### src/rtl/rnd_gen_pkg.sv
// Shared constants and types for the rnd_gen LFSR front end.
// Optional wrap detection is enabled by defining RND_WRAP_EN.
package rnd_gen_pkg;

  localparam int RND_W = 8;
  localparam logic [RND_W-1:0] RND_SEED_DEFAULT = 8'hA5;

  typedef enum logic [1:0] {
    RND_S_INIT = 2'd0,
    RND_S_FILL = 2'd1,
    RND_S_FULL = 2'd2
  } rnd_state_e;

  // All-zero is the LFSR lock-up state, so a zero seed falls back to the default.
  function automatic logic [RND_W-1:0] rnd_seed_guard(input logic [RND_W-1:0] seed,
                                                      input logic [RND_W-1:0] dflt);
    return (seed == '0) ? dflt : seed;
  endfunction

endpackage

### src/rtl/rnd_gen_random.sv
// Combinational LFSR step, taps 8,6,5,4 (maximal length, period 255).
module rnd_gen_random
  import rnd_gen_pkg::*;
(
  input  logic [RND_W-1:0] in_i,
  output logic [RND_W-1:0] rnd_out_o
);

  assign rnd_out_o = {in_i[6:0], in_i[7] ^ in_i[5] ^ in_i[4] ^ in_i[3]};

endmodule

### src/rtl/rnd_gen.sv
// LFSR state register with a show-ahead prefetch buffer and valid/rd_en pop port.
// Define RND_WRAP_EN to add the `wrap` output flagging a return to the seed value.
module rnd_gen
  import rnd_gen_pkg::*;
#(
  parameter int               DEPTH = 4,
  parameter logic [RND_W-1:0] SEED  = RND_SEED_DEFAULT,
  localparam int              PW    = $clog2(DEPTH),
  localparam int              CW    = PW + 1
) (
  input  logic             clk,
  input  logic             rst,
  input  logic             seed_we,
  input  logic [RND_W-1:0] seed_in,
  input  logic             rd_en,
  output logic [RND_W-1:0] rnd_data,
  output logic             rnd_valid,
  output logic [CW-1:0]    count
`ifdef RND_WRAP_EN
  ,
  output logic             wrap
`endif
);

  rnd_state_e       state_q, state_d;
  logic [RND_W-1:0] lfsr_q, lfsr_d, lfsr_next;
  logic [PW-1:0]    wr_ptr_q, wr_ptr_d, rd_ptr_q, rd_ptr_d;
  logic [CW-1:0]    count_q, count_d;
  logic             push, pop;
  logic [RND_W-1:0] mem_q [DEPTH];

  rnd_gen_random u_random (
    .in_i      (lfsr_q),
    .rnd_out_o (lfsr_next)
  );

  always_comb begin
    state_d  = state_q;
    lfsr_d   = lfsr_q;
    wr_ptr_d = wr_ptr_q;
    rd_ptr_d = rd_ptr_q;
    count_d  = count_q;
    push     = 1'b0;
    pop      = rd_en && (count_q != '0) && !seed_we;
    if (seed_we) begin
      lfsr_d   = rnd_seed_guard(seed_in, SEED);
      wr_ptr_d = '0;
      rd_ptr_d = '0;
      count_d  = '0;
      state_d  = RND_S_INIT;
    end else begin
      case (state_q)
        RND_S_INIT: push = 1'b0;
        RND_S_FILL: push = 1'b1;
        RND_S_FULL: push = pop;  // only refill the slot a pop just freed
        default:    push = 1'b0;
      endcase
      if (push) begin
        lfsr_d   = lfsr_next;
        wr_ptr_d = wr_ptr_q + 1'b1;
      end
      if (pop) begin
        rd_ptr_d = rd_ptr_q + 1'b1;
      end
      count_d = count_q + CW'(push) - CW'(pop);
      if (state_q == RND_S_INIT) begin
        state_d = RND_S_FILL;
      end else begin
        state_d = (count_d == CW'(DEPTH)) ? RND_S_FULL : RND_S_FILL;
      end
    end
  end

  always_ff @(posedge clk or posedge rst) begin
    if (rst) begin
      state_q  <= RND_S_INIT;
      lfsr_q   <= SEED;
      wr_ptr_q <= '0;
      rd_ptr_q <= '0;
      count_q  <= '0;
    end else begin
      state_q  <= state_d;
      lfsr_q   <= lfsr_d;
      wr_ptr_q <= wr_ptr_d;
      rd_ptr_q <= rd_ptr_d;
      count_q  <= count_d;
    end
  end

  // Storage needs no reset: contents are only visible while count is non-zero.
  always_ff @(posedge clk) begin
    if (push) begin
      mem_q[wr_ptr_q] <= lfsr_next;
    end
  end

  assign rnd_valid = (count_q != '0);
  assign rnd_data  = rnd_valid ? mem_q[rd_ptr_q] : '0;
  assign count     = count_q;

`ifdef RND_WRAP_EN
  logic [RND_W-1:0] origin_q;
  logic             wrap_q;

  always_ff @(posedge clk or posedge rst) begin
    if (rst) begin
      origin_q <= SEED;
      wrap_q   <= 1'b0;
    end else if (seed_we) begin
      origin_q <= rnd_seed_guard(seed_in, SEED);
      wrap_q   <= 1'b0;
    end else begin
      wrap_q   <= push && (lfsr_next == origin_q);
    end
  end

  assign wrap = wrap_q;
`endif

endmodule

### config.mk
export PLATFORM = sky130hd
export DESIGN_NAME = rnd_gen
export DESIGN_NICKNAME = d
export VERILOG_FILES = /design/src/rtl/rnd_gen_pkg.sv /design/src/rtl/rnd_gen_random.sv /design/src/rtl/rnd_gen.sv
export SDC_FILE = /design/constraint.sdc
export NUM_CORES = 1
export LEC_CHECK = 0
export CORE_ASPECT_RATIO = 0.75
export CORE_UTILIZATION = 40
export DETAILED_ROUTE_END_ITERATION = 16
export PLACE_DENSITY_LB_ADDON = 0.2
export SLEW_MARGIN = 0
export SYNTH_ARGS = -nofsm -noshare
export SYNTH_HDL_FRONTEND = slang
export SYNTH_SLANG_ARGS = --single-unit
### constraint.sdc
create_clock -name clk -period 4.1 [get_ports clk]
set_input_delay 0.82 -clock clk [delete_from_list [all_inputs] [get_ports clk]]
set_output_delay 0.82 -clock clk [all_outputs]
set_load 0.005 [all_outputs]
==> results.py, run 1 <==
metrics = {
    "worst_setup_path": {
        "cp-end-kind": "register",
        "critPathRequiredTime_ns": 4.34,
        "timing.critical_path.mode_cell": "inv_1",
        "path_delay_family": "simple AND/OR/NAND/NOR gates",
        "crit_slowest_cell": "dfrtp_1",
        "slowest_delay_ns": 0.46,
        "arrival_ns": 3.42,
        "cp-start-kind": "register",
        "path_buf_inv": 3,
        "path_cells": "nor3_2 -> inv_1 -> nand2_1 -> nor3b_1 -> o21ai_0 -> ha_1 -> inv_1 -> ha_1 -> inv_1 -> fa_1 -> xor2_1 -> xnor2_1 -> nor4b_2 -> nor2b_1",
        "crit_fanout": 11,
        "worstSetupPathType": "register to register",
    },
    "pwr": {
        "ir_worst_vdd_uv": 303,
        "p_switching_mw": 0.566,
        "seq_power_share": 0.465,
        "power_density_mw_per_mm2": 672,
        "total_power_mw": 1.78,
        "p_int_mw": 1.21,
        "swShare": 0.318,
        "comb_power_share": 0.343,
        "p_clk_frac": 0.191,
        "power.leakage_nw": 0.970,
    },
    "placed_design": {
        "io_buffers": 23,
        "dp_hpwl_um": 2860,
        "placedCellCount": 244,
        "gp_congestion": 0.730,
    },
    "timing": {
        "setup_violations": 0,
        "fin_worst_skew_ns": 0.00891,
        "maxSlewViolCount": 0,
        "period_share": 0.775,
        "max_slew.worst_pin.slew_ns": 0.676,
        "hold_ws_ns": 0.494,
        "finalHoldViolations": 0,
        "fmax_mhz": 315,
        "setup_tns_ns": 0,
        "max_slew_margin": 0.549,
        "rsz0062_at_grt": "no",
        "period_minus_slack_ns": 3.18,
    },
    "routing": {
        "wire_per_inst_um": 16.2,
        "drcViolationCount": 0,
        "viasPerCell": 5.00,
        "vias": 1259,
        "drtIter0Drc": 76,
        "dr.pass1.iters": 4,
        "wl_um": 4070,
        "drtAntennaViolNets": 0,
    },
    "layout": {
        "final_layout_size_suffix_gt1_frac": 0.164,
        "fin_nets": 198,
        "n_antenna_cell": 0,
        "instances_no_fill": 252,
        "nFillCells": 484,
        "syn2layout_area_growth_pct": 18.7,
    },
    "floorplanning": {
        "fp.coreArea_mm2": 0.00535,
        "row_count": 23,
        "die_w_um": 88.2,
        "die_area_mm2": 0.00588,
        "start_util": 0.417,
        "fp.dieH_um": 66.7,
        "io_pins": 24,
    },
    "synthesis": {
        "synth_nets": 173,
        "syn_inst": 151,
        "synth_cell_type_count": 34,
        "synth_top_area_cell": "edfxtp_1",
        "avgSynthCellArea_um2": 14.8,
        "synth_area_leaders": "edfxtp_1 43%, dfrtp_1 15%, mux4_2 8.1%",
        "yosysSeqAreaShare": 0.624,
        "synth_top_cell_area_share": 0.431,
        "syn_area_mm2": 0.00223,
        "yosysWarnings": 0,
        "synth-seq-cells": 49,
    },
    "clock_network": {
        "cts_tree": "yes",
        "clk_pin_slew_ns": 0.09,
        "clock_latency_ns": 0.30,
        "postCtsSetupRepairBufs": 0,
        "htree_levels": 2,
        "postCtsHoldBufs": 0,
        "clock_path_buffers": 2,
        "cts_made_buffers": 5,
        "clock-sinks": 49,
        "cts_root_buf": "clkbuf_8",
        "cts_resized": 0,
    },
    "status": {
        "outcome": "finished, final reports clean",
    },
    "run": {
        "maxCapViolations": 0,
    },
    "grt": {
        "overflow": 0,
        "grt_usage": 0.163,
        "grt_pass1_vias": 1285,
        "grt_pass1_wl_um": 6640,
        "antenna_found_initial": 0,
        "grt_max_degree": 18,
    },
    "min_path": {
        "hold_path.class": "register to register",
    },
}
power by group through the flow:
stage | Clock, mW | Sequential, mW | Combinational, mW
finish | 0.340 | 0.829 | 0.611
global route | 0.379 | 0.849 | 0.680
CTS | 0.352 | 0.832 | 0.620
detailed placement | 0 | 0.843 | 0.618
global placement | 0 | 0.830 | 0.598
floorplan | 0 | 0.777 | 0.423
layer usage:
| layer | GRT usage | vias to the layer above | wire length (µm) |
|---|---|---|---|
| li1 | - | 596 | - |
| met1 | 0.221 | 618 | 1930 |
| met2 | 0.250 | 38 | 1820 |
| met3 | 0.0409 | 7 | 252 |
| met4 | 0.0726 | 0 | 69 |
| met5 | 0 | - | 0 |
per-stage QoR:
step	worst slack, ns	utilization	instance area, µm²
finish	0.921	0.495	2650
global placement	0.764	0.474	2540
global route	0.610	0.495	2650
floorplan	1.27	-	2230
CTS	0.896	0.495	2650
detailed placement	0.606	0.474	2540
worst min-delay path: cells and delay by family, from the launching register on:
family | cells | cell delay, ns
flip-flops | 1 | 0.38
AO/OA/AOI/OAI | 1 | 0.06
buffers and inverters | 1 | 0.05
cells by family after synthesis:
logic type / synth area share
AOI/OAI and AO/OA: 0.0578
xor gates and xnor gates: 0.0314
adders and majority gates: 0.0595
buffers and inverters: 0.0303
DFF: 0.624
muxes: 0.0987
and+or+nand+nor: 0.0987
cell usage after synthesis:
cell type  number
mux2i_1         4
or4_4           1
and2_1         12
a2bb2oi_2       1
ha_1            9
o221ai_1        3
nor2_1         13
o21ai_0         1
nor3_2          1
dfstp_2         4
o21ai_1         3
nand2b_1        1
xor2_1          4
nor2b_1         2
mux4_2          8
a2bb2o_1        1
or4_1           1
clkbuf_1        2
nor4b_2         1
a21oi_2         1
o22ai_1         1
buf_1           1
nand3_1         2
inv_1          11
edfxtp_1       32
nand2_1         1
o21ai_2         2
a21oi_1         5
xnor2_1         4
buf_2           3
dfrtp_1        13
nor4_2          1
nor3b_1         1
fa_1            1
worst paths after layout:
path / start / to / slack (ns) / cells after the start
min: lfsr_q[7] / lfsr_q[7] / 0.49 / 2
min in group asynchronous: rst / state_q[0] / 0.91 / 2
min reg2reg: lfsr_q[7] / lfsr_q[7] / 0.49 / 2
max in group asynchronous: rst / lfsr_q[1] / 2.77 / 2
max reg2reg: count[1] / state_q[1] / 0.92 / 14
max: count[1] / state_q[1] / 0.92 / 14
placed cells by master (no fill, tap or decap), types with 2 or more instances in the layout:
| cell | count |
|---|---|
| o21ai_2 | 2 |
| nor2_1 | 13 |
| inv_1 | 11 |
| clkdlybuf4s50_1 | 23 |
| nand3_1 | 2 |
| clkbuf_8 | 5 |
| xnor2_1 | 4 |
| dfrtp_1 | 13 |
| xor2_1 | 4 |
| edfxtp_1 | 32 |
| mux2i_1 | 4 |
| o221ai_1 | 3 |
| o21ai_1 | 3 |
| nor2b_1 | 2 |
| and2_1 | 12 |
| mux4_2 | 8 |
| dfstp_2 | 4 |
| ha_1 | 9 |
| a21oi_1 | 5 |
sequential cells by signal, indices dropped and copies added (netlist names):
signal / count
wr_ptr_q: 2
mem_q: 32
rd_ptr_q: 2
state_q: 2
lfsr_q: 8
count: 3
final cells by class:
class / instances / area [µm²] / share of cell area
flip-flops and latches: 49 / 1390 / 0.525
multi-input cells: 85 / 772 / 0.291
clock buffers: 5 / 68.8 / 0.0260
repair buffers: 24 / 238 / 0.0897
well taps: 75 / 93.8 / 0.0354
clock inverters: 3 / 43.8 / 0.0165
inverters: 11 / 41.3 / 0.0156
Power figures use the tool's default switching activity.
==> run 2, diff against run 1 <==
==> constraint.sdc (replaced) <==
create_clock -name clk -period 3 [get_ports clk]
set_input_delay 0.6 -clock clk [delete_from_list [all_inputs] [get_ports clk]]
set_output_delay 0.6 -clock clk [all_outputs]
set_load 0.005 [all_outputs]
==> run 2 against run 1 <==
Net effect:
- clock power grew 36%
- sequential power grew 34%
- power grew 39%
- sequential cell count is the same
- wire length grew 3.0%
- hold slack gained 0.0016 ns
==> results.py, run 2 (synthesized netlist as in run 1, its figures left out) <==
metrics = {
    "status": {
        "outcome": "finished, final reports clean",
    },
    "timing": {
        "period_share": 0.943,
        "max_slew_margin": 0.551,
        "rsz0062_at_grt": "no",
        "fin_worst_skew_ns": 0.00938,
        "max_slew.worst_pin.slew_ns": 0.673,
        "maxSlewViolCount": 0,
        "setup_violations": 0,
        "period_minus_slack_ns": 2.83,
        "hold_ws_ns": 0.496,
        "fmax_mhz": 353,
        "finalHoldViolations": 0,
    },
    "layout": {
        "final_layout_size_suffix_gt1_frac": 0.186,
        "regMostFlops": "mem_q",
        "syn2layout_area_growth_pct": 21.0,
        "largest_reg_flops": 32,
        "n_antenna_cell": 0,
        "nFillCells": 476,
        "fin_nets": 204,
        "mostFrequentLayoutCells": "32 x edfxtp_1, 23 x clkdlybuf4s50_1, 13 x nor2_1, 13 x dfrtp_1, 12 x and2_1",
        "final_common_cell": "edfxtp_1",
    },
    "grt": {
        "grt_max_degree": 18,
        "grt_pass1_wl_um": 6620,
        "grt_pass1_vias": 1288,
        "overflow": 0,
        "grt_usage": 0.162,
        "antenna_found_initial": 0,
    },
    "pwr": {
        "power_density_mw_per_mm2": 918,
        "power.leakage_nw": 0.998,
        "seq_power_share": 0.450,
        "comb_power_share": 0.365,
        "total_power_mw": 2.48,
        "swShare": 0.315,
        "p_int_mw": 1.70,
        "ir_worst_vdd_uv": 458,
        "p_switching_mw": 0.781,
        "p_clk_frac": 0.186,
    },
    "floorplanning": {
        "fp.dieH_um": 66.7,
        "die_w_um": 88.2,
        "start_util": 0.417,
        "fp.coreArea_mm2": 0.00535,
        "io_pins": 24,
        "die_area_mm2": 0.00588,
        "row_count": 23,
    },
    "clock_network": {
        "clock_path_buffers": 2,
        "cts_made_buffers": 5,
        "clock_latency_ns": 0.30,
        "htree_levels": 2,
        "cts_root_buf": "clkbuf_8",
        "cts_tree": "yes",
        "clock-sinks": 49,
        "clk_pin_slew_ns": 0.09,
    },
    "worst_setup_path": {
        "cp-start-kind": "input pin",
        "arrival_ns": 3.07,
        "worstSetupPathType": "input pin to register",
        "cp-end-kind": "register",
        "critPathRequiredTime_ns": 3.24,
        "crit_fanout": 2,
    },
    "routing": {
        "vias": 1280,
        "wire_per_inst_um": 16.3,
        "dr.pass1.iters": 4,
        "viasPerCell": 4.96,
        "wl_um": 4200,
        "drcViolationCount": 0,
        "drtIter0Drc": 44,
        "drtAntennaViolNets": 0,
    },
    "placed_design": {
        "io_buffers": 23,
        "gp_congestion": 0.732,
        "dp_hpwl_um": 2950,
    },
    "min_path": {
        "hold_path.class": "register to register",
    },
    "run": {
        "maxCapViolations": 0,
    },
}
[run 2: area by class of cell]
class	instances	area [µm²]	area share
Clock buffer	6	72.6	0.0269
Clock inverter	2	38.8	0.0144
Inverter	11	41.3	0.0153
Multi-Input combinational cell	85	778	0.288
Sequential cell	49	1390	0.516
Tap cell	75	93.8	0.0348
Timing Repair Buffer	30	283	0.105
[run 2: through the flow]
stage               utilization  cells  area, µm²  TNS [ns]  setup WS (ns)
floorplan                     -    151       2230         0          0.336
global placement          0.482    250       2580   -0.0346        -0.0346
detailed placement        0.482    250       2580    -0.247         -0.156
CTS                       0.503    258       2690         0         0.0989
global route              0.504    258       2700         0         0.0160
finish                    0.504    258       2700         0          0.171
[run 2: final timing paths]
path / startpoint / to / slack, ns / cells after the start
min: lfsr_q[7] / lfsr_q[7] / 0.50 / 2
max in group asynchronous: rst / lfsr_q[6] / 1.88 / 2
min reg2reg: lfsr_q[7] / lfsr_q[7] / 0.50 / 2
max reg2reg: count[2] / state_q[1] / 0.19 / 14
min in group asynchronous: rst / rd_ptr_q[1] / 0.69 / 2
max: rd_en / state_q[1] / 0.17 / 13
[run 2: timing repair]
item                                    CTS  global route
buffers inserted                          0             0
hold buffers                              0             0
resized for setup                         0             1
endpoints found under the setup margin    0             2
[run 2: critical path, stage by stage]
cell	delay [ns]
clkdlybuf4s50_1	0.49
nand2_1	0.08
nor3b_1	0.18
o21ai_0	0.11
ha_1	0.28
inv_1	0.05
ha_1	0.13
inv_1	0.05
fa_1	0.37
xor2_1	0.16
xnor2_1	0.15
nor4b_2	0.25
nor2b_1	0.16
[run 2: power groups by stage]
stage	Clock, mW	Sequential (mW)	Combinational [mW]
final	0.461	1.11	0.903
after global routing	0.502	1.13	0.993
after CTS	0.471	1.11	0.909
after detailed placement	0	1.12	0.908
after global placement	0	1.11	0.879
after floorplan	0	1.06	0.578
[run 2: metal layers]
metal | up-vias | share of wire | track usage
met2 | 35 | 0.44 | 0.236
met1 | 631 | 0.50 | 0.226
li1 | 607 | - | -
met5 | - | 0 | 0
met4 | 0 | 0.015 | 0.0544
met3 | 7 | 0.043 | 0.0545
